`src/rtl/proc_pkg.sv`:
```
// -----------------------------------------------------------------------------
// proc_pkg
//   Shared processor definitions used by the register write-back queue:
//   register index/data widths, the hardwired-zero register index and the
//   queued write-back entry layout {rd, data}.
// -----------------------------------------------------------------------------
package proc_pkg;

    localparam int REG_ADDR_W = 4;
    localparam int REG_DATA_W = 16;

    localparam logic [REG_ADDR_W-1:0] REG_ZERO = 4'd0;

    typedef struct packed {
        logic [REG_ADDR_W-1:0] rd;
        logic [REG_DATA_W-1:0] data;
    } wb_entry_t;

endpackage

```
`src/rtl/wbq_match.sv`:
```
// -----------------------------------------------------------------------------
// wbq_match
//   Combinational hazard comparator for one decode source port. Entries are
//   presented in age order (index 0 = oldest, DEPTH-1 = youngest) together
//   with per-entry valid bits.
//
// Optional feature macro: WBQ_BYPASS_EN (adds hit_o / fwd_o).
//
// Ports
//   rs_i        in   ADDR_W        source register index to look up
//   ent_rd_i    in   DEPTH*ADDR_W  age-ordered destination indices
//   ent_valid_i in   DEPTH         age-ordered valid bits
//   pend_o      out  1             some valid entry targets rs_i (never for R0)
//   ent_data_i  in   DEPTH*DATA_W  age-ordered data      (WBQ_BYPASS_EN only)
//   hit_o       out  1             same as pend_o        (WBQ_BYPASS_EN only)
//   fwd_o       out  DATA_W        data of youngest match (WBQ_BYPASS_EN only)
// -----------------------------------------------------------------------------
module wbq_match #(
    parameter int ADDR_W = 4,
    parameter int DATA_W = 16,
    parameter int DEPTH  = 4
) (
    input  logic [ADDR_W-1:0]       rs_i,
    input  logic [DEPTH*ADDR_W-1:0] ent_rd_i,
    input  logic [DEPTH-1:0]        ent_valid_i,
    output logic                    pend_o
`ifdef WBQ_BYPASS_EN
    ,
    input  logic [DEPTH*DATA_W-1:0] ent_data_i,
    output logic                    hit_o,
    output logic [DATA_W-1:0]       fwd_o
`endif
);

    logic [DEPTH-1:0] match;

    // R0 is never a real hazard, so a zero index suppresses every match.
    generate
        for (genvar gi = 0; gi < DEPTH; gi++) begin : g_cmp
            assign match[gi] = ent_valid_i[gi]
                             && (ent_rd_i[gi*ADDR_W +: ADDR_W] == rs_i)
                             && (rs_i != '0);
        end
    endgenerate

    assign pend_o = |match;

`ifdef WBQ_BYPASS_EN
    assign hit_o = pend_o;

    // Scan oldest to youngest so the youngest match overwrites older ones.
    always_comb begin
        fwd_o = '0;
        for (int i = 0; i < DEPTH; i++) begin
            if (match[i]) begin
                fwd_o = ent_data_i[i*DATA_W +: DATA_W];
            end
        end
    end
`endif

endmodule

```
`src/rtl/reg_writeback_queue.sv`:
```
// -----------------------------------------------------------------------------
// reg_writeback_queue
//   Write-side companion to the register file. Buffers register writes in a
//   small FIFO, retires at most one per cycle onto the reg-file write port and
//   reports which decode source registers still have writes in flight.
//
// Optional feature macro: WBQ_BYPASS_EN (adds rs1/rs2 hit + forwarded data).
//
// Ports
//   clk        in   1        rising-edge clock
//   reset      in   1        synchronous, active-low reset
//   in_valid   in   1        producer presents a write
//   in_rd      in   ADDR_W   destination register (R0 writes are dropped)
//   in_data    in   DATA_W   value to write
//   in_ready   out  1        queue can accept (count < DEPTH)
//   rf_busy    in   1        reg-file write port unavailable this cycle
//   rf_we      out  1        write enable to reg file
//   rf_rd      out  ADDR_W   write address (head entry, 0 when empty)
//   rf_wdata   out  DATA_W   write data (head entry, 0 when empty)
//   rs1, rs2   in   ADDR_W   decode source indices to check
//   rs1_pend   out  1        a queued write targets rs1
//   rs2_pend   out  1        a queued write targets rs2
//   count      out  clog2(DEPTH)+1  occupied entries
//   rs1_hit, rs2_hit  out 1       (WBQ_BYPASS_EN) match present
//   rs1_fwd, rs2_fwd  out DATA_W  (WBQ_BYPASS_EN) youngest matching data
//
// Entries use the proc_pkg wb_entry_t layout, so ADDR_W/DATA_W are expected
// to equal REG_ADDR_W/REG_DATA_W.
// -----------------------------------------------------------------------------
module reg_writeback_queue
    import proc_pkg::*;
#(
    parameter int DATA_W = REG_DATA_W,
    parameter int ADDR_W = REG_ADDR_W,
    parameter int DEPTH  = 4
) (
    input  logic                   clk,
    input  logic                   reset,
    input  logic                   in_valid,
    input  logic [ADDR_W-1:0]      in_rd,
    input  logic [DATA_W-1:0]      in_data,
    output logic                   in_ready,
    input  logic                   rf_busy,
    output logic                   rf_we,
    output logic [ADDR_W-1:0]      rf_rd,
    output logic [DATA_W-1:0]      rf_wdata,
    input  logic [ADDR_W-1:0]      rs1,
    input  logic [ADDR_W-1:0]      rs2,
    output logic                   rs1_pend,
    output logic                   rs2_pend,
    output logic [$clog2(DEPTH):0] count
`ifdef WBQ_BYPASS_EN
    ,
    output logic                   rs1_hit,
    output logic                   rs2_hit,
    output logic [DATA_W-1:0]      rs1_fwd,
    output logic [DATA_W-1:0]      rs2_fwd
`endif
);

    localparam int PTR_W = $clog2(DEPTH);
    localparam int CNT_W = PTR_W + 1;

    wb_entry_t        mem_q [DEPTH];
    logic [DEPTH-1:0] valid_q, valid_d;
    logic [PTR_W-1:0] rd_ptr_q, rd_ptr_d;
    logic [PTR_W-1:0] wr_ptr_q, wr_ptr_d;
    logic [CNT_W-1:0] count_q, count_d;

    logic not_empty;
    logic push;
    logic pop;

    assign not_empty = (count_q != '0);
    assign in_ready  = (count_q < CNT_W'(DEPTH));
    assign rf_we     = not_empty && !rf_busy;
    assign pop       = rf_we;
    // R0 writes are handshaken normally but never occupy an entry.
    assign push      = in_valid && in_ready && (in_rd != REG_ZERO);

    assign rf_rd    = not_empty ? mem_q[rd_ptr_q].rd   : '0;
    assign rf_wdata = not_empty ? mem_q[rd_ptr_q].data : '0;
    assign count    = count_q;

    // Pointers wrap naturally because DEPTH is a power of two.
    always_comb begin
        rd_ptr_d = rd_ptr_q;
        wr_ptr_d = wr_ptr_q;
        count_d  = count_q;
        valid_d  = valid_q;
        if (pop) begin
            rd_ptr_d          = rd_ptr_q + 1'b1;
            valid_d[rd_ptr_q] = 1'b0;
        end
        if (push) begin
            wr_ptr_d          = wr_ptr_q + 1'b1;
            valid_d[wr_ptr_q] = 1'b1;
        end
        case ({push, pop})
            2'b10:   count_d = count_q + 1'b1;
            2'b01:   count_d = count_q - 1'b1;
            default: count_d = count_q;
        endcase
    end

    // Payload storage is not reset: validity and count gate every read.
    always_ff @(posedge clk) begin
        if (!reset) begin
            rd_ptr_q <= '0;
            wr_ptr_q <= '0;
            count_q  <= '0;
            valid_q  <= '0;
        end else begin
            rd_ptr_q <= rd_ptr_d;
            wr_ptr_q <= wr_ptr_d;
            count_q  <= count_d;
            valid_q  <= valid_d;
            if (push) begin
                mem_q[wr_ptr_q] <= '{rd: in_rd, data: in_data};
            end
        end
    end

    // Present entries oldest-first so the comparator can pick the youngest match.
    logic [DEPTH*ADDR_W-1:0] ord_rd;
    logic [DEPTH*DATA_W-1:0] ord_data;
    logic [DEPTH-1:0]        ord_valid;

    generate
        for (genvar gi = 0; gi < DEPTH; gi++) begin : g_order
            logic [PTR_W-1:0] slot;
            assign slot                          = rd_ptr_q + PTR_W'(gi);
            assign ord_rd[gi*ADDR_W +: ADDR_W]   = mem_q[slot].rd;
            assign ord_data[gi*DATA_W +: DATA_W] = mem_q[slot].data;
            assign ord_valid[gi]                 = valid_q[slot];
        end
    endgenerate

`ifndef WBQ_BYPASS_EN
    // Data is only needed for forwarding.
    logic unused_ord_data;
    assign unused_ord_data = ^ord_data;
`endif

    wbq_match #(.ADDR_W(ADDR_W), .DATA_W(DATA_W), .DEPTH(DEPTH)) u_match_rs1 (
        .rs_i        (rs1),
        .ent_rd_i    (ord_rd),
        .ent_valid_i (ord_valid),
        .pend_o      (rs1_pend)
`ifdef WBQ_BYPASS_EN
        ,
        .ent_data_i  (ord_data),
        .hit_o       (rs1_hit),
        .fwd_o       (rs1_fwd)
`endif
    );

    wbq_match #(.ADDR_W(ADDR_W), .DATA_W(DATA_W), .DEPTH(DEPTH)) u_match_rs2 (
        .rs_i        (rs2),
        .ent_rd_i    (ord_rd),
        .ent_valid_i (ord_valid),
        .pend_o      (rs2_pend)
`ifdef WBQ_BYPASS_EN
        ,
        .ent_data_i  (ord_data),
        .hit_o       (rs2_hit),
        .fwd_o       (rs2_fwd)
`endif
    );

endmodule

```
`config.mk`:
```
export PLATFORM = sky130hd
export DESIGN_NAME = reg_writeback_queue
export DESIGN_NICKNAME = d
export VERILOG_FILES = /design/src/rtl/proc_pkg.sv /design/src/rtl/wbq_match.sv /design/src/rtl/reg_writeback_queue.sv
export SDC_FILE = /design/constraint.sdc
export NUM_CORES = 1
export LEC_CHECK = 0
export CORE_ASPECT_RATIO = 0.8
export CORE_UTILIZATION = 36
export CTS_CLUSTER_SIZE = 25
export DETAILED_ROUTE_END_ITERATION = 7
export HOLD_SLACK_MARGIN = 0.12
export MAX_ROUTING_LAYER = met4
export PLACE_DENSITY = 0.59
export SLEW_MARGIN = 20
export SYNTH_ARGS = -nofsm -noshare
export SYNTH_HDL_FRONTEND = slang
export SYNTH_SLANG_ARGS = --single-unit
```
`constraint.sdc`:
```
create_clock -name clk -period 7.64 [get_ports clk]
set_input_delay 1.528 -clock clk [delete_from_list [all_inputs] [get_ports clk]]
set_output_delay 1.528 -clock clk [all_outputs]
set_load 0.03 [all_outputs]
```
---- Yosys cells after proc, flatten, opt, wreduce, memory -nomap -nowiden ----
Memory sizes are Yosys's and may differ from the RTL's. A register that Yosys moved wholly into a read port is not among the register bits.
Index checks and enable logic that the tools add are counted.
operators by class
  equality and inequality tests ........... 10
  reductions and logical operators ........ 29
  muxes and demuxes ....................... 22
  magnitude comparators ................... 8
  bitwise logic cells ..................... 3
  add/sub/neg operators ................... 6
operator list
  operator               count
  $eq A4 B4 Y1           8
  $logic_and A1 B1 Y1    21
  $mux W16               1
  $lt A2 B3 Y1 const B   5
  $mux W4                3
  $reduce_bool A4 Y1     3
  $mux W1                9
  $bmux W1 S2            4
  $reduce_or A4 Y1       2
  $pmux W3 S2            1
  $add A2 B1 Y2 const B  2
  $add A2 B2 Y2 const B  2
  $and A4 B4 Y4          1
  $demux W1 S2           2
  $ge A2 B1 Y1 const B   2
  $mux W2                2
  $not A4 Y4             1
  $or A4 B4 Y4           1
  $add A3 B1 Y3 const B  1
  $lt A3 B3 Y1 const B   1
  $reduce_bool A3 Y1     1
  $sub A3 B1 Y3 const B  1
  $eq A2 B1 Y1 const B   1
  $eq A2 B2 Y1 const B   1
  other kinds (2)        2
word-level totals
  logic and storage cells ................. 83
  bits in registers ....................... 11
  output and inout bits ................... 27
  RAM bits ................................ 80
  bits of input ports ..................... 32
  memories ................................ 1
memories
  name   words  width  rd ports  clocked after Yosys merged registers in  wr ports  line                       RTL
  mem_q  4      20     4         1                                        1         reg_writeback_queue.sv:64  wb_entry_t mem_q [DEPTH];

---- Logic depth before layout (Yosys ltp) ----
Gate-level depths: netlist of run 1.
  depth after elaboration ................. 9
  mapped depth ............................ 11
  depth with buffers taken out ............ 9

---- By module ----
A second synthesis of run 1 with hierarchy kept.
unflattened totals
  cells, all modules ...................... 286
  area, all modules ....................... 4589.4 µm²
by module, submodules not included
  module               seq. area each (µm²)  times used  cells each  area an instance (µm²)
  reg_writeback_queue  2662.6                1           226         4111.4
  wbq_match            0.0                   2           30          239.0

---- Least setup slack after synthesis of run 1 ----
Ideal clock, no wire load.
  kind .................................... input -> output
  from .................................... in rs1[2]
  to ...................................... out rs1_pend
  arrival ................................. 2.715 ns
  buffers on the path ..................... 1
  cell stages on the path ................. 6
  data required time ...................... 6.112 ns
  path slack .............................. 3.397 ns
  cells stage by stage .................... buf_1 -> xnor2_1 -> nand3_1 -> nor3_1 -> a31oi_1 -> a21oi_1
between the ends
  cells in the longest elaborated chain, start to end .. 4
  elaborated cells between the ends (all ways) .. 14
  classes of those cells .................. 4 x eq/ne; 10 x reduce/logical
ends and longest elaborated chain
  what                  line                       RTL
  start: declaration    reg_writeback_queue.sv:47  input logic [ADDR_W-1:0] rs1,
  $eq A4 B4 Y1          wbq_match.sv:41            && (ent_rd_i[gi*ADDR_W +: ADDR_W] == rs_i)
  $logic_and A1 B1 Y1   wbq_match.sv:41
  $logic_and A1 B1 Y1   wbq_match.sv:42            && (rs_i != '0);
  $reduce_or A4 Y1 (*)  wbq_match.sv:46            assign pend_o = |match;
  end: declaration      reg_writeback_queue.sv:49  output logic rs1_pend,
Mark *: on every way between the ends. The rest lies on a longest branch, timed or not.

---- Worst setup path after layout of run 1 ----
  from .................................... reg rd_ptr_q[0]
  to ...................................... out rs2_pend
between the ends
  cells in the longest elaborated chain, start to end .. 6
  elaborated cells between the ends (all ways) .. 24
  classes of those cells .................. 3 x add/sub; 3 x eq/ne; 8 x mux; 9 x reduce/logical; 1 x memory
ends and longest elaborated chain
  what                                           line                                         RTL
  start: declaration                             reg_writeback_queue.sv:66                    logic [PTR_W-1:0] rd_ptr_q, rd_ptr_d;
  start signal: assignment                       reg_writeback_queue.sv:114                   rd_ptr_q <= rd_ptr_d;
  $add A2 B1 Y2 (*)                              reg_writeback_queue.sv:132                   assign slot = rd_ptr_q + PTR_W'(gi);
  via g_order[1].slot[0]                         reg_writeback_queue.sv:131                   logic [PTR_W-1:0] slot;
  $mem_v2 Z4 W20 or $bmux W1 S2 (tied branches)  --
  $eq A4 B4 Y1 or $mux W1 (tied branches)        wbq_match.sv:41, reg_writeback_queue.sv:135
  $logic_and A1 B1 Y1 (*)                        wbq_match.sv:41
  $logic_and A1 B1 Y1 (*)                        wbq_match.sv:42
  $reduce_or A4 Y1 (*)                           wbq_match.sv:46
  end: declaration                               reg_writeback_queue.sv:50                    output logic rs2_pend,
The timed path passes the listed nets; every way through them passes the cells marked *. The select of a mux whose other input is x is not followed.

==> results of run 1 <==
[metal layers]
metal  track usage, %  up-vias  wire length (um)
met5                -        -                 0
li1                 -     1189                 -
met3             3.82        7               300
met1             19.0     1251              3970
met2             24.8       47              4270
met4             4.67        0                61
[final cells by class]
cell class              instances  share of cell area (%)
flip-flops and latches         93                    48.3
multi-input cells             161                    30.6
repair buffers                 64                    11.3
clock buffers                   9                    4.09
well taps                     152                    3.45
clock inverters                 7                    1.50
inverters                      10                   0.681
[cells by family (layout without fill, tap and decap cells)]
kind of cell / Yosys count / count (layout) / share of synthesized area (%)
AOI/OAI and AO/OA: 19 / 19 / 2.65
buffers and inverters: 30 / 90 / 3.21
muxes: 37 / 37 / 17.6
DFF: 93 / 93 / 59.3
and+or+nand+nor: 59 / 59 / 7.30
adders and majority gates: 10 / 10 / 2.95
xor gates and xnor gates: 36 / 36 / 7.02
[path summary, 6_finish.rpt]
path,startpoint,to,slack [ps],cells after the start
max,rd_ptr_q[0]$_SDFFE_PN0P_,rs2_pend,2020,9
min,valid_q[1]$_SDFF_PN0_,valid_q[1]$_SDFF_PN0_,500,1
max reg2reg,count[0]$_SDFFE_PN0P_,count[2]$_SDFFE_PN0P_,5010,9
min reg2reg,valid_q[1]$_SDFF_PN0_,valid_q[1]$_SDFF_PN0_,500,1
[placed cells by master (no fill, tap or decap), types with 4 or more instances in the layout]
master	instances
ha_1	9
buf_4	6
inv_1	10
dfxtp_1	12
nand2_1	9
clkbuf_16	9
and2_1	5
and3_1	5
a31o_1	4
mux4_1	4
edfxtp_1	80
xnor2_1	20
a21oi_1	4
nor2b_1	21
o21ai_0	6
nand3_1	4
clkdlybuf4s50_1	58
xor2_1	16
nor3_1	7
mux4_2	28
[cell usage after synthesis (2+ instances only)]
master / n
and2_1: 5
xor2_1: 16
o21ai_0: 6
clkbuf_1: 13
mux4_1: 4
xnor2_1: 20
ha_1: 9
nor2_1: 2
buf_1: 2
buf_6: 4
edfxtp_1: 80
nor3_1: 8
a21oi_1: 4
dfxtp_1: 13
inv_1: 10
a21boi_0: 2
and3_1: 5
nor2b_1: 21
mux2i_1: 3
mux4_2: 28
a31o_1: 4
nor4_1: 3
nand2_1: 9
a31oi_1: 3
nand3_1: 4
[through the flow]
step           util, %  std cells  instance area (um^2)
2_1_floorplan        -        284                  4490
3_3_place_gp      42.8        480                  5200
3_5_place_dp      42.8        480                  5200
4_1_cts           45.3        496                  5510
5_1_grt           45.3        496                  5510
6_report          45.3        496                  5510
[registers in the layout, indices dropped and copies added (netlist names), named ones only]
signal	flops
count	3
mem_q	80
rd_ptr_q	2
valid_q	4
wr_ptr_q	2
[where the power goes]
part,internal [W],switching [W]
Clock,0.000259,0.000189
Sequential,0.000598,0.0000493
Combinational,0.000401,0.000456
Total,0.00126,0.000694
[worst max-delay path: stages, from the launching register on]
cell             delay [ps]
dfxtp_1                 890
inv_1                   220
ha_1                    650
mux4_2                  610
xnor2_1                 150
nand3_1                  90
nor3_1                  240
a31oi_1                  70
a21oi_1                 150
clkdlybuf4s50_1         680
==> metrics, run 1 <==
Worst slew margin=41.9%; Die ar.=12900 um^2; share of cells above drive strength 1=15.4%; syn avg cell area=15.8 um^2; Initial DRC Count=91; Synth area leader=edfxtp_1; Crit Path Category=reg -> out; CP Capture Type=primary output; Critical Path AT=4090 ps; area occupied by multi-input gates=1690 um^2; initial antenna violation count=0; Leakage=1.78 nW; Syn-to-layout area delta=22.8%; maximum vdd drop=0.000184 V; Final min period=5620 ps; vias in the first global route=2608; top post-synthesis cells by area=edfxtp_1 (54%), mux4_2 (14%), dfxtp_1 (5.8%); Core Region=12200 um^2; vias post-DR=2494; clk_skew=5.66 ps; CTS resizes=0; htree depth=3; Starting Density=36.9%; I/O pins=59; DRC Markers=0; CP Data Required Time=6110 ps; register area share after synthesis=59.3%; Hold Vio Cnt, Final=0; dominant synthesized flop cell=edfxtp_1; Overflow after GRT=0; Min-Delay Path Class=reg -> reg; die width=127 um; number of synthesized register bits=93; Die Span Y=102 um; status=finished clean; Syn Std Cell Area=4490 um^2; fin. max-slew vios=0; total power draw=0.00195 W; antenna cell count=0; Final GP Congestion=0.908; Seq. cell area=2660 um^2; clk_lat worst skew=340 ps; DR WL/cell=17.3 um; Post-synth EDFFs=80; final WL=8.60 mm; largest net degree at the start of global routing=23; drt pass-1 iters=4; MaxCap Viol Count=0; final period utilization=73.5%; Port-buffer cells=58; post-detail-place hpwl=5.78 mm; first-pass GRT wire length=14.1 mm; Syn Nets=326; cell row count=36; Slew @ Worst Pin=871 ps; pwr/cell area=354 nW/um^2; post-route setup slack=2020 ps; Hold Slack=502 ps; GR Util All Layers=15.3%; maximum clock frequency=0.178 GHz; CTS buffer count=9; filler cell count=1079; Synth async-reset ratio=0%; post-route ant nets=0; Post-CTS Setup Bufs=0; vias per inst=5.03; Clock Sinks=93; CTS tree=built; Yosys cell types=31; Final setup viols=0; Yosys top cell area share=53.5%; dpl ws=2370 ps; CTS Root Cell=clkbuf_16; RSZ-0062 raised after global routing=false; CTS hold repair buffers=0; Post-Syn Instances=284; Worst-path clk slew=60 ps; Final Net Count=381; clock buffer depth=2; CP max FO=19; setup TNS=0 ps; Yosys warnings=0; CP Launch Type=flip-flop
Power figures use the tool's default switching activity.
==> run 2, diff against run 1 <==
==> constraint.sdc (replaced) <==
create_clock -name clk -period 5.6 [get_ports clk]
set_input_delay 1.12 -clock clk [delete_from_list [all_inputs] [get_ports clk]]
set_output_delay 1.12 -clock clk [all_outputs]
set_load 0.03 [all_outputs]
==> metrics, run 2 (synthesized netlist as in run 1, its figures left out) <==
Crit Path Category=reg -> out; largest register by flop count=mem_q; die width=127 um; Clock Sinks=93; CP Capture Type=primary output; Core Region=12200 um^2; CTS buffer count=9; Hold Vio Cnt, Final=0; Slew @ Worst Pin=585 ps; RSZ-0062 raised after global routing=false; cell row count=36; share of cells above drive strength 1=15.6%; fin. max-slew vios=0; CP Launch Type=flip-flop; DRC Markers=0; met2 layer usage reported by global route=25.6%; Initial DRC Count=79; met3 Resource Use GR=3.09%; DR WL/cell=17.9 um; CP Data Required Time=4480 ps; Worst Reg-to-Reg Cells=9; status=finished clean; Final min period=4780 ps; Die Span Y=102 um; Final GP Congestion=0.957; Die ar.=12900 um^2; vias in the first global route=2608; drt pass-1 iters=4; Top Usage Layer GRT=met2; maximum vdd drop=0.000197 V; GR Util All Layers=15.2%; commonest non-fill, non-tap cell in the layout=edfxtp_1; initial antenna violation count=0; CTS tree=built; Final Net Count=383; total power draw=0.00266 W; final period utilization=85.3%; largest net degree at the start of global routing=23; MaxCap Viol Count=0; vias post-DR=2537; CTS Root Cell=clkbuf_16; vias per inst=5.09; pwr/cell area=482 nW/um^2; hold depth=1; worst-path cell chain=buf_4, inv_1, ha_1, mux4_2, xor2_1, nor3_1, a31oi_1, a21oi_1, clkdlybuf4s50_1; filler cell count=1102; Critical Path Slowest Stage Cell=clkdlybuf4s50_1; met1 Use GR=18.5%; CTS resizes=0; antenna cell count=0; Worst-path clk slew=70 ps; Post-CTS Setup Bufs=0; Port-buffer cells=58; Final setup viols=0; Min-Delay Path Class=reg -> reg; htree depth=3; Largest register FFs=80; clk_lat worst skew=340 ps; clock buffer depth=2; commonest non-fill, non-tap cells in the layout=edfxtp_1 (80), clkdlybuf4s50_1 (58), mux4_2 (28), nor2b_1 (21), xnor2_1 (20); maximum clock frequency=0.209 GHz; crit-path max cell delay=690 ps; post-detail-place hpwl=6.11 mm; clk_skew=7.01 ps; setup TNS=0 ps; Worst slew margin=60.9%; Syn-to-layout area delta=23.0%; Starting Density=36.9%; final WL=8.89 mm; first-pass GRT wire length=14.1 mm; Overflow after GRT=0; CP max FO=19; Leakage=1.78 nW; post-route ant nets=0; Critical Path AT=3660 ps; I/O pins=59; CTS hold repair buffers=0
## run 2: path summary, 6_finish.rpt
check / startpoint / end / slack [ps]
setup / recovery: rd_ptr_q[0]$_SDFFE_PN0P_ / rs1_pend / 820
hold / removal: valid_q[0]$_SDFF_PN0_ / valid_q[0]$_SDFF_PN0_ / 510
setup reg to reg: count[0]$_SDFFE_PN0P_ / count[2]$_SDFFE_PN0P_ / 2980
hold reg to reg: valid_q[0]$_SDFF_PN0_ / valid_q[0]$_SDFF_PN0_ / 510
## run 2: report_power, final
part / internal, W / total [W] / leakage, nW / switching [W]
Clock: 0.000316 / 0.000595 / 0.144 / 0.000279
Sequential: 0.000815 / 0.000860 / 0.832 / 0.0000449
Combinational: 0.000551 / 0.00120 / 0.805 / 0.000654
## run 2: through the flow
step / cells / utilization (%) / area, um^2 / hold WS [ps] / worst slack, ps
2_1_floorplan: 284 / - / 4490 / 459 / 1770
3_3_place_gp: 482 / 42.9 / 5220 / 485 / 1210
3_5_place_dp: 482 / 42.9 / 5220 / 489 / 1170
4_1_cts: 498 / 45.4 / 5520 / 509 / 794
5_1_grt: 498 / 45.4 / 5520 / 539 / 583
6_report: 498 / 45.4 / 5520 / 510 / 822
## run 2: critical path, delay by kind of cell (launching register included)
family | cells | cell delay [ps]
adders and majority gates | 1 | 620
buffers and inverters | 3 | 1080
AOI/OAI and AO/OA | 2 | 300
DFF | 1 | 310
xor gates and xnor gates | 1 | 160
and+or+nand+nor | 1 | 210
muxes | 1 | 620
## run 2: cell type report
| class | instances | area [um^2] | area share (%) |
|---|---|---|---|
| Inverter | 10 | 37.5 | 0.680 |
| Multi-Input combinational cell | 161 | 1690 | 30.6 |
| Timing Repair Buffer | 66 | 641 | 11.6 |
| Tap cell | 152 | 190 | 3.44 |
| Clock inverter | 7 | 77.6 | 1.40 |
| Sequential cell | 93 | 2660 | 48.2 |
| Clock buffer | 9 | 225 | 4.08 |
## run 2: layer usage
metal  routed length, um  part of all wire [%]
met2                4410                    50
met4                 104                   1.2
met5                   0                     0
met1                4070                    46
met3                 312                   3.5
==> run 3, diff against run 2 <==
--- a/config.mk
+++ b/config.mk
@@ -5,7 +5,6 @@
 export SDC_FILE = /design/constraint.sdc
 export NUM_CORES = 1
 export LEC_CHECK = 0
-export CORE_ASPECT_RATIO = 0.8
 export CORE_UTILIZATION = 36
 export CTS_CLUSTER_SIZE = 25
 export DETAILED_ROUTE_END_ITERATION = 7
@@ -15,4 +14,5 @@
 export SLEW_MARGIN = 20
 export SYNTH_ARGS = -nofsm -noshare
 export SYNTH_HDL_FRONTEND = slang
+export SYNTH_HIERARCHICAL = 1
 export SYNTH_SLANG_ARGS = --single-unit
==> metrics, run 3 <==
status=finished clean; initial antenna violation count=0; Min-Delay Path Class=reg -> reg; cell row count=40; DR WL/cell=17.3 um; CTS Root Cell=clkbuf_16; maximum vdd drop=0.000254 V; Port-buffer cells=58; htree depth=3; vias per inst=4.96; Critical Path AT=3590 ps; commonest non-fill, non-tap cell in the layout=edfxtp_1; Syn Nets=328; Yosys cell types=32; Post-synth EDFFs=80; syn avg cell area=16.0 um^2; die width=115 um; I/O pins=59; commonest non-fill, non-tap cells in the layout=edfxtp_1 (80), clkdlybuf4s50_1 (58), mux4_2 (36), xor2_1 (25), nand2_1 (19); final period utilization=84.1%; CP Data Required Time=4480 ps; most frequent cell after synthesis=edfxtp_1; Worst R2R Start=count[0]$_SDFFE_PN0P_; CTS resizes=0; worst setup path start=rd_ptr_q[0]$_SDFFE_PN0P_; RSZ-0062 raised after global routing=false; Post-synth top cells=edfxtp_1 (80), mux4_2 (36), xor2_1 (25); Synth async-reset ratio=0%; clock buffer depth=2; Post-Syn Instances=286; CTS buffer count=9; Largest register FFs=80; register area share after synthesis=58.0%; CTS hold repair buffers=0; Leakage=1.78 nW; Final min period=4710 ps; Final GP Congestion=0.839; post-detail-place hpwl=5.95 mm; vias in the first global route=2616; vias post-DR=2547; Starting Density=37.6%; setup TNS=0 ps; Die ar.=13200 um^2; Worst slew margin=59.2%; Clock Sinks=93; Hold Vio Cnt, Final=0; fin. max-slew vios=0; placed cell area=5310 um^2; GR Util All Layers=15.0%; CP Capture Type=primary output; drt pass-1 iters=4; Post-CTS Setup Bufs=0; Syn-to-layout area delta=21.9%; share of cells above drive strength 1=19.4%; largest net degree at the start of global routing=26; area occupied by multi-input gates=1760 um^2; antenna cell count=0; Die Span Y=115 um; clk_lat worst skew=330 ps; first-pass GRT wire length=14.1 mm; Design Area, Final=5600 um^2; Initial DRC Count=106; clk_skew=8.27 ps; final WL=8.90 mm; hold_sp=wr_ptr_q[0]$_SDFFE_PN0P_; maximum clock frequency=0.212 GHz; Synth area leader=edfxtp_1; Yosys warnings=6; Final Net Count=385; pwr/cell area=463 nW/um^2; CP max FO=20; MaxCap Viol Count=0; Syn Std Cell Area=4590 um^2; dominant synthesized flop cell=edfxtp_1; DRC Markers=0; number of synthesized register bits=93; Seq. cell area=2660 um^2; CTS tree=built; Core Region=12200 um^2; Crit Path Category=reg -> out; top post-synthesis cells by area=edfxtp_1 (52%), mux4_2 (18%), dfxtp_1 (5.7%); CP Launch Type=flip-flop; Overflow after GRT=0; largest register by flop count=mem_q; Yosys top cell area share=52.3%; Final setup viols=0; post-route ant nets=0; Slew @ Worst Pin=610 ps; filler cell count=1105; Worst-path clk slew=60 ps
[run 3: routing by layer]
metal	track usage, %	share of wire (%)
met4	4.42	0.99
met3	3.43	3.8
met5	-	0
met2	24.1	49
met1	19.0	46
[run 3: final cells by class]
cell class	instances	share of cell area, %
multi-input combinational	164	31.5
sequential	93	47.6
tap	168	3.76
timing repair buffer	66	11.4
clock inverter	5	1.12
clock buffer	9	4.02
inverter	9	0.626
[run 3: worst paths after layout]
kind / cells after the start / slack (ps) / end
min reg2reg: 2 / 510 / wr_ptr_q[0]$_SDFFE_PN0P_
max reg2reg: 9 / 3000 / count[2]$_SDFFE_PN0P_
max: 9 / 890 / rs2_pend
min: 2 / 510 / wr_ptr_q[0]$_SDFFE_PN0P_
[run 3: stage by stage]
stage | setup WS, ps | power (W) | cells | hold WS [ps] | utilization, %
3_3_place_gp | 1260 | 0.00203 | 500 | 491 | 43.5
5_1_grt | 633 | 0.00273 | 514 | 530 | 45.8
3_5_place_dp | 1180 | 0.00204 | 500 | 502 | 43.5
2_1_floorplan | 1590 | 0.00167 | 286 | 468 | -
4_1_cts | 822 | 0.00263 | 514 | 511 | 45.8
6_report | 890 | 0.00259 | 514 | 507 | 45.8
[run 3: report_power, final]
part | internal, W | switching [W]
registers | 0.000812 | 0.0000545
logic | 0.000527 | 0.000609
clock network | 0.000343 | 0.000246
[run 3: cells by family after synthesis]
| group | count (synthesis) | synth area share, % |
|---|---|---|
| flip-flops | 93 | 58.0 |
| AND/OR/NAND/NOR | 68 | 8.40 |
| multiplexers | 41 | 18.8 |
| buffers and inverters | 29 | 3.98 |
| XOR/XNOR | 34 | 6.49 |
| adder cells (fa/ha/maj) | 10 | 2.89 |
| AO/OA/AOI/OAI | 11 | 1.47 |
[run 3: worst max-delay path, stage by stage (launching register included)]
cell and delay (ps):
dfxtp_1 310, buf_4 290, inv_1 140, ha_1 610, mux4_2 600, xor2_1 160
nor3_1 200, nand3_1 100, a31oi_1 170, clkdlybuf4s50_1 690
